[src/rtl/ripple_monitor_pkg.sv]
// Shared types and default constants for the ripple-counter monitor.
package ripple_monitor_pkg;

   typedef enum logic [1:0] {
      ST_CLEAR  = 2'd0,
      ST_DRAIN  = 2'd1,
      ST_WAIT   = 2'd2,
      ST_SETTLE = 2'd3
   } mon_state_e;

   localparam int unsigned DEF_WIDTH      = 4;
   localparam int unsigned DEF_LIMIT      = 9;
   localparam int unsigned DEF_SETTLE     = 2;
   localparam int unsigned DEF_CLR_CYCLES = 2;

   // Bits needed to hold a counter that reaches n.
   function automatic int unsigned cnt_bits(input int unsigned n);
      return $clog2(n + 1);
   endfunction

endpackage

[src/rtl/ripple_monitor_sync2.sv]
// Two-flop synchroniser bringing the asynchronous ripple-counter bus into clk.
module ripple_monitor_sync2 #(
   parameter int unsigned WIDTH = 4
) (
   input  logic             clk,
   input  logic             preset,
   input  logic [WIDTH-1:0] d_i,
   output logic [WIDTH-1:0] q_o
);

   logic [WIDTH-1:0] s1_q;
   logic [WIDTH-1:0] s2_q;

   // Metastability-settling pipeline; decisions downstream use s2 only.
   always_ff @(posedge clk or posedge preset) begin
      if (preset) begin
         s1_q <= '0;
         s2_q <= '0;
      end else begin
         s1_q <= d_i;
         s2_q <= s1_q;
      end
   end

   assign q_o = s2_q;

endmodule

[src/rtl/ripple_monitor.sv]
// Settles, sequence-checks and wraps an asynchronous JK ripple counter at LIMIT,
// presenting a clean value/valid/terminal-count view to the clk domain.
module ripple_monitor
   import ripple_monitor_pkg::*;
#(
   parameter int unsigned WIDTH      = DEF_WIDTH,
   parameter int unsigned LIMIT      = DEF_LIMIT,
   parameter int unsigned SETTLE     = DEF_SETTLE,
   parameter int unsigned CLR_CYCLES = DEF_CLR_CYCLES
) (
   input  logic             clk,
   input  logic             preset,
   input  logic             enable,
   input  logic [WIDTH-1:0] q_in,
   output logic             cnt_enable,
   output logic             cnt_clear,
   output logic [WIDTH-1:0] value,
   output logic             valid,
   output logic             tc,
   output logic [7:0]       wraps,
   output logic             error
);

   localparam int unsigned SW = cnt_bits(SETTLE);
   localparam int unsigned CW = cnt_bits(CLR_CYCLES);
   localparam logic [WIDTH-1:0] LIMIT_V    = WIDTH'(LIMIT);
   localparam logic [WIDTH-1:0] ONE_V      = WIDTH'(1);
   localparam logic [SW-1:0]    SETTLE_V   = SW'(SETTLE);
   localparam logic [SW-1:0]    SETTLE_M1  = SW'(SETTLE - 1);
   localparam logic [SW-1:0]    STAB_ONE   = SW'(1);
   localparam logic [CW-1:0]    CLR_LAST   = CW'(CLR_CYCLES - 1);
   localparam logic [CW-1:0]    CLR_ONE    = CW'(1);

   mon_state_e       state_q, state_d;
   logic [CW-1:0]    clr_cnt_q, clr_cnt_d;
   logic [SW-1:0]    stab_cnt_q, stab_cnt_d;
   logic [WIDTH-1:0] cand_q, cand_d;
   logic [WIDTH-1:0] value_q, value_d;
   logic             valid_q, valid_d;
   logic             tc_q, tc_d;
   logic [7:0]       wraps_q, wraps_d;
   logic             error_q, error_d;
   logic             cnt_enable_q, cnt_enable_d;
   logic             cnt_clear_q, cnt_clear_d;

   logic [WIDTH-1:0] sync_s;
   logic             clr_done_s;
   logic             drain_done_s;
   logic             accept_s;
   logic             at_limit_s;

   ripple_monitor_sync2 #(.WIDTH(WIDTH)) u_sync (
      .clk    (clk),
      .preset (preset),
      .d_i    (q_in),
      .q_o    (sync_s)
   );

   assign clr_done_s   = (clr_cnt_q == CLR_LAST);
   assign drain_done_s = (sync_s == '0) && (stab_cnt_q == SETTLE_M1);
   assign accept_s     = (state_q == ST_SETTLE) && (sync_s == cand_q) && (stab_cnt_q >= SETTLE_V);
   assign at_limit_s   = (cand_q == LIMIT_V);

   // State and datapath registers; preset holds the counter cleared.
   always_ff @(posedge clk or posedge preset) begin
      if (preset) begin
         state_q      <= ST_CLEAR;
         clr_cnt_q    <= '0;
         stab_cnt_q   <= '0;
         cand_q       <= '0;
         value_q      <= '0;
         valid_q      <= 1'b0;
         tc_q         <= 1'b0;
         wraps_q      <= 8'd0;
         error_q      <= 1'b0;
         cnt_enable_q <= 1'b0;
         cnt_clear_q  <= 1'b1;
      end else begin
         state_q      <= state_d;
         clr_cnt_q    <= clr_cnt_d;
         stab_cnt_q   <= stab_cnt_d;
         cand_q       <= cand_d;
         value_q      <= value_d;
         valid_q      <= valid_d;
         tc_q         <= tc_d;
         wraps_q      <= wraps_d;
         error_q      <= error_d;
         cnt_enable_q <= cnt_enable_d;
         cnt_clear_q  <= cnt_clear_d;
      end
   end

   // Next-state selection.
   always_comb begin
      state_d = state_q;
      case (state_q)
         ST_CLEAR:  if (clr_done_s) state_d = ST_DRAIN; else state_d = ST_CLEAR;
         ST_DRAIN:  if (drain_done_s) state_d = ST_WAIT; else state_d = ST_DRAIN;
         ST_WAIT:   if (sync_s != value_q) state_d = ST_SETTLE; else state_d = ST_WAIT;
         ST_SETTLE: begin
            if (accept_s)                state_d = at_limit_s ? ST_CLEAR : ST_WAIT;
            else if (sync_s == value_q)  state_d = ST_WAIT;
            else                         state_d = ST_SETTLE;
         end
         default:   state_d = ST_CLEAR;
      endcase
   end

   // Datapath and registered-output next values.
   always_comb begin
      clr_cnt_d    = clr_cnt_q;
      stab_cnt_d   = stab_cnt_q;
      cand_d       = cand_q;
      value_d      = value_q;
      valid_d      = 1'b0;
      tc_d         = 1'b0;
      wraps_d      = wraps_q;
      error_d      = error_q;
      cnt_enable_d = cnt_enable_q;
      cnt_clear_d  = cnt_clear_q;
      case (state_q)
         ST_CLEAR: begin
            cnt_enable_d = 1'b0;
            if (clr_done_s) begin
               cnt_clear_d = 1'b0;
               clr_cnt_d   = '0;
               stab_cnt_d  = '0;
            end else begin
               cnt_clear_d = 1'b1;
               clr_cnt_d   = clr_cnt_q + CLR_ONE;
            end
         end
         ST_DRAIN: begin
            cnt_enable_d = 1'b0;
            if (drain_done_s) begin
               value_d    = '0;
               stab_cnt_d = '0;
            end else if (sync_s == '0) begin
               stab_cnt_d = stab_cnt_q + STAB_ONE;
            end else begin
               stab_cnt_d = '0;
            end
         end
         ST_WAIT: begin
            cnt_enable_d = enable;
            if (sync_s != value_q) begin
               cand_d     = sync_s;
               stab_cnt_d = STAB_ONE;
            end else begin
               stab_cnt_d = stab_cnt_q;
            end
         end
         ST_SETTLE: begin
            cnt_enable_d = enable;
            if (accept_s) begin
               value_d = cand_q;
               valid_d = 1'b1;
               if (cand_q != value_q + ONE_V) error_d = 1'b1; else error_d = error_q;
               // Terminal count: stop the counter and re-run the clear sequence.
               if (at_limit_s) begin
                  tc_d         = 1'b1;
                  wraps_d      = wraps_q + 8'd1;
                  cnt_enable_d = 1'b0;
                  cnt_clear_d  = 1'b1;
                  clr_cnt_d    = '0;
               end else begin
                  tc_d = 1'b0;
               end
            end else if (sync_s == value_q) begin
               stab_cnt_d = stab_cnt_q;
            end else if (sync_s != cand_q) begin
               cand_d     = sync_s;
               stab_cnt_d = STAB_ONE;
            end else if (stab_cnt_q < SETTLE_V) begin
               stab_cnt_d = stab_cnt_q + STAB_ONE;
            end else begin
               stab_cnt_d = stab_cnt_q;
            end
         end
         default: begin
            cnt_enable_d = 1'b0;
            cnt_clear_d  = 1'b1;
         end
      endcase
   end

   assign cnt_enable = cnt_enable_q;
   assign cnt_clear  = cnt_clear_q;
   assign value      = value_q;
   assign valid      = valid_q;
   assign tc         = tc_q;
   assign wraps      = wraps_q;
   assign error      = error_q;

endmodule

[config.mk]
export PLATFORM = sky130hd
export DESIGN_NAME = ripple_monitor
export DESIGN_NICKNAME = d
export VERILOG_FILES = /design/src/rtl/ripple_monitor_pkg.sv /design/src/rtl/ripple_monitor_sync2.sv /design/src/rtl/ripple_monitor.sv
export SDC_FILE = /design/constraint.sdc
export NUM_CORES = 1
export LEC_CHECK = 0
export CAP_MARGIN = 10
export CORE_MARGIN = 2
export CORE_UTILIZATION = 47
export CTS_CLUSTER_DIAMETER = 30
export CTS_CLUSTER_SIZE = 16
export DETAILED_ROUTE_END_ITERATION = 8
export GPL_TIMING_DRIVEN = 0
export HOLD_SLACK_MARGIN = 0.08
export PLACE_DENSITY = 0.78
export SETUP_SLACK_MARGIN = 0.15
export SYNTH_ARGS = -nofsm -noshare
export SYNTH_HDL_FRONTEND = slang
export SYNTH_SLANG_ARGS = --single-unit
[constraint.sdc]
create_clock -name clk -period 1.9 [get_ports clk]
set_clock_uncertainty 0.1 [all_clocks]
set_input_delay 0.38 -clock clk [delete_from_list [all_inputs] [get_ports clk]]
set_output_delay 0.38 -clock clk [all_outputs]
set_load 0.05 [all_outputs]
# Yosys cells after proc, flatten, opt, wreduce, memory -nomap -nowiden
# Index checks and enable logic that the tools add are counted.
# totals
register_bits	35
word_cells	94
# op_classes
add_sub_neg	4
n_lt_le_gt_ge	2
eq_ne	20
muxes	40
reduce_logical	15
# ops
op	n
$mux W2	14
$mux W4	6
$pmux W2 S4	2
$pmux W4 S2	2
$ne A2 B2 Y1 const B	7
$mux W1	13
$ne A4 B4 Y1	3
$reduce_and A3 Y1	4
$reduce_and A5 Y1	2
$add A8 B1 Y8 const B	1
$eq A4 B4 Y1	2
$eq A2 B1 Y1 const B	3
$reduce_bool A2 Y1	3
$add A2 B1 Y2 const B	2
$add A4 B1 Y4 const B	1
$eq A2 B2 Y1 const B	2
$eq A4 B4 Y1 const B	1
$logic_not A4 Y1	1
$pmux W2 S2	1
$logic_and A1 B1 Y1	3
$ne A3 B1 Y1 const B	1
$pmux W1 S3	1
$ge A2 B2 Y1 const B	1
$logic_not A2 Y1	1
other kinds (4)	4

# Logic depth before layout (Yosys ltp)
# Gate-level depths: netlist of run 1.
# depth
ltp_word	6
mapped_depth	7

# Hierarchy
# Synthesis of run 1 repeated with hierarchy kept, for this count alone.
# hier_totals
hier_cells	136
hier_area_um2	1666.6
# by_module_without_submodules
module	n_inst	cells_per_inst	area_per_inst_um2	seq_area_each_um2
ripple_monitor	1	127	1462.7	676.9
ripple_monitor_sync2	1	9	203.9	200.2

# Worst setup path after synthesis of run 1
# OpenSTA, ideal clock, no wires.
# synth_path
path_kind	register to register
startpoint	register value_q[0] (netlist: value[0])
endpoint	register cand_q[0]
setup_time_ns	0.125
t_arrival_ns	1.607
required_time_ns	1.675
setup_slack_ns	0.068
stages_incl_launch_ff	6
n_path_buf	0
synth_period_minus_slack_ns	1.832
path_cell_list	dfrtp_1 -> xnor2_1 -> nand4_1 -> nand2_1 -> a21oi_1 -> mux2_2
# synth_via
elab_chain_cells	3
# synth_lines
item	line_no	text
start, declared	ripple_monitor.sv:38	logic [WIDTH-1:0] value_q, value_d;
start signal, assigned	ripple_monitor.sv:83	value_q <= value_d;
$ne A4 B4 Y1 / $eq A4 B4 Y1 (equally long branches)	ripple_monitor.sv:146, ripple_monitor.sv:169	
$ne A2 B2 Y1 (no line)	-	
$reduce_and A5 Y1 (no line) *	-	
end signal, assigned	ripple_monitor.sv:82	cand_q <= cand_d;
end, declared	ripple_monitor.sv:37	logic [WIDTH-1:0] cand_q, cand_d;
# Mark *: on every way between the ends. The rest lies on a longest branch, timed or not.
# A chain may end at the register's enable or synchronous reset.

# Worst setup path in the final report of run 1
# layout_path
startpoint	register u_sync.s2_q[1] (netlist: u_sync.q_o[1])
endpoint	register value_q[1] (netlist: value[1])
# layout_via
elab_chain_cells	5
# layout_lines
item	line_no	text
start, declared	ripple_monitor_sync2.sv:12	logic [WIDTH-1:0] s2_q;
start signal, assigned	ripple_monitor_sync2.sv:21	s2_q <= s1_q;
$eq A4 B4 Y1	ripple_monitor.sv:61	assign accept_s = (state_q == ST_SETTLE) && (sync_s == cand_q) && (stab_cnt_q >= SETTLE_V);
$logic_and A1 B1 Y1 (2 in series)	ripple_monitor.sv:61	
$ne A2 B2 Y1 (no line)	-	
$reduce_and A3 Y1 (no line) *	-	
# Marks and branches as above.

==> results.txt, run 1 <==
Outcome - completed
Post-CTS clock slew at the launch and capture registers of the worst setup and hold paths - 100 ps
Share of the cycle needed by the critical path after routing - 97.7%
Remaining Overflow, GRT - 0
CTS tree - done
Std-Cell Core Area - 3280 µm²
Area of the die - 3860 µm²
Wirelength, routed - 3.47 mm
Insertion delay to the later sink of the worst-skew pair - 330 ps
All-layer global routing usage - 19.4%
Ratio of total power to cell area - 974 nW/µm²
Syn Inst Count - 140
Pin count of the biggest net entering global routing - 24
Max Root-Sink Buffers - 2
Synth top area cells - sky130_fd_sc_hd__dfrtp_1, sky130_fd_sc_hd__xor2_1, sky130_fd_sc_hd__nand2_1, sky130_fd_sc_hd__mux2_2, sky130_fd_sc_hd__xnor2_1
Dpl ws - -103 ps
Total placed cells including tap cells - 210
Mean routed wirelength per cell - 15.1 µm
Maximum ir drop on the vdd rail - 706 µV
Required time of the critical path - 2030 ps
Most used DFF post-synth - sky130_fd_sc_hd__dfrtp_1
Post-layout instance area - 2160 µm²
Sequential cell area fraction in the yosys report - 55.2%
Initial cell density of the core - 48.4%
Count of unique library cells instantiated by Yosys - 34
Worst min-delay path startpoint - u_sync.s1_q[0]
Post-detailed-route count of antenna-violating nets - 0
Share of synthesized flip-flops with an asynchronous set or reset - 100%
Type of the setup path with the least slack - register to register
Initial DRC Count - 44
Normalized max-slew margin - 63.3%
TritonRoute pass-1 iters - 4
Crit path from - u_sync.q_o[1]
Post-Synthesis Net Count - 151
Cell with the most instances after synthesis - sky130_fd_sc_hd__dfrtp_1
Die X-Extent - 62.1 µm
R2r startpoint - u_sync.q_o[1]
Max Fanout on Critical Path - 5
Post-layout power - 2.11 mW
Worst slew pin tran - 550 ps
Yosys top cell area share - 53.5%
Clk root buf - sky130_fd_sc_hd__clkbuf_4
Global placer's final weighted congestion - 0.886
Critical path startpoint category - register
Cell row count - 21
Antenna violations before repair - 0
Net count of the finished layout - 194
Count of buffers inserted at the top-level ports - 23
Vias per cell - 5.49
Remaining design rule violation count - 0
Type of element capturing the critical path - register
Worst path arrival time - 1990 ps
Most frequent cells after synthesis - sky130_fd_sc_hd__dfrtp_1, sky130_fd_sc_hd__nand2_1, sky130_fd_sc_hd__xor2_1
Die Y - 62.1 µm
Cell Area, Placed - 1910 µm²
Synth Warn # - 0
Vias in the first global route - 1,250
Worst path setup slack after routing - 44.5 ps
Area growth syn-to-layout - 36.1%
Count of non-filler cells in the finished layout - 230
Leakage - 1.08 nW
Number of failing hold endpoints at the final stage - 0
TritonCTS sink count - 35
Layout fillers - 255
Share of final-layout standard cells stronger than drive strength 1 - 38.6%
Number of H-tree levels - 2
Final core utilization - 65.9%
Number of synthesized flops with an enable pin - 0
Top achievable clock speed - 539 MHz
TritonCTS buffer count - 5
Netlist Area Pre-Place - 1590 µm²
Detailed placer's ending HPWL - 2.16 mm
Area leader, netlist - sky130_fd_sc_hd__dfrtp_1
Vias after detailed routing - 1,263
Hold Crit Class - register to register
Final-report max-slew violation count - 0
Number of failing setup endpoints in the final timing report - 0
Min cycle time layout - 1860 ps
Top-level I/O count - 24
Avg Inst Size Synth - 11.4 µm²
Max Cap Violations - 0
Global-route wire length before repair - 5.92 mm
RSZ-0062 raised after global routing - yes
Flip-flop and latch count after synthesis - 35
Antenna fix cells - 0
## registers in the layout (all words and copies together) (netlist names), 2 cells and up
name,cells
wraps,8
cand_q,4
u_sync.q_o,4
clr_cnt_q,2
u_sync.s1_q,4
state_q,2
stab_cnt_q,2
value,4
## cell families after synthesis
group	Yosys count	synth area share, %
AO/OA/AOI/OAI	20	9.37
XOR/XNOR	18	9.92
adder cells (fa/ha/maj)	4	3.15
buffers and inverters	10	2.83
flip-flops	35	55.2
multiplexers	5	3.54
AND/OR/NAND/NOR	48	16.0
## layer usage
layer / vias to the layer above / routed length [µm] / track usage, % / part of all wire (%)
met5: - / 0 / 0 / 0
met4: 0 / 61 / 7.50 / 1.8
met3: 10 / 158 / 3.99 / 4.6
met2: 49 / 1770 / 32.5 / 51
met1: 630 / 1480 / 24.9 / 43
li1: 574 / - / - / -
## path summary, 6_finish.rpt
kind | to | slack, ps | cells after the start
setup reg to reg | value[1] | 40 | 5
hold / removal | u_sync.q_o[0] | 260 | 0
hold reg to reg | u_sync.q_o[0] | 260 | 0
setup / recovery | value[1] | 40 | 5
max in group asynchronous | cnt_clear | 840 | 3
min in group asynchronous | wraps[6] | 280 | 2
## cell usage in the layout, fill, tap and decap left out, drive strengths merged
cell,n
dlygate4sd2,4
clkinv,1
inv,6
nor2,4
clkdlybuf4s15,7
dfstp,1
o211a,1
a21oi,1
xnor2,6
clkdlybuf4s50,6
o21bai,1
nand2,17
o22ai,1
and3,6
or2,2
nor4,3
mux2,5
o2bb2ai,2
nand3,8
a41o,4
nand4,1
a21o,1
o21ai,4
clkbuf,15
and2,1
a31oi,3
buf,15
ha,4
dfrtp,34
xor2,12
nor2b,1
o211ai,2
nor3,5
## cell type report
| type | instances | area [µm²] | area share (%) |
|---|---|---|---|
| buffer | 4 | 23.8 | 1.10 |
| clock buffer | 7 | 45.0 | 2.08 |
| clock inverter | 1 | 5.00 | 0.231 |
| inverter | 6 | 22.5 | 1.04 |
| multi-input combinational | 95 | 786 | 36.3 |
| sequential | 35 | 887 | 41.0 |
| tap | 46 | 57.6 | 2.66 |
| timing repair buffer | 36 | 337 | 15.6 |
## power breakdown
group	switching, mW	internal, mW
Sequential	0.127	0.865
Clock	0.232	0.144
Combinational	0.420	0.318
Total	0.779	1.33
## timing repair
action / in CTS / in global routing
resized for setup: 59 / 19
endpoints found under the setup margin: 37 / 31
pin swaps: 9 / 2
hold buffers: 0 / 0
buffers inserted: 12 / 0
## through the flow
stage | setup TNS [ps] | hold WS (ps)
after floorplan | 0 | 231
after global placement | -4850 | 233
after detailed placement | -517 | 235
after CTS | 0 | 258
after global routing | 0 | 270
final | 0 | 256
## critical path, stage by stage (launching register included)
cell                      delay [ps]
sky130_fd_sc_hd__dfrtp_2         450
sky130_fd_sc_hd__nor4_1          370
sky130_fd_sc_hd__and2_1          220
sky130_fd_sc_hd__nand3_1         170
sky130_fd_sc_hd__and3_4          230
sky130_fd_sc_hd__a41o_2          220
No activity file was read; power rests on OpenSTA's default activity.
==> run 2, diff against run 1 <==
--- a/config.mk
+++ b/config.mk
@@ -11,6 +11,7 @@
 export CTS_CLUSTER_DIAMETER = 30
 export CTS_CLUSTER_SIZE = 16
 export DETAILED_ROUTE_END_ITERATION = 8
+export GPL_ROUTABILITY_DRIVEN = 0
 export GPL_TIMING_DRIVEN = 0
 export HOLD_SLACK_MARGIN = 0.08
 export PLACE_DENSITY = 0.78
==> results of run 2 <==
Final layout, timing and power as in run 1 (identical DEF).
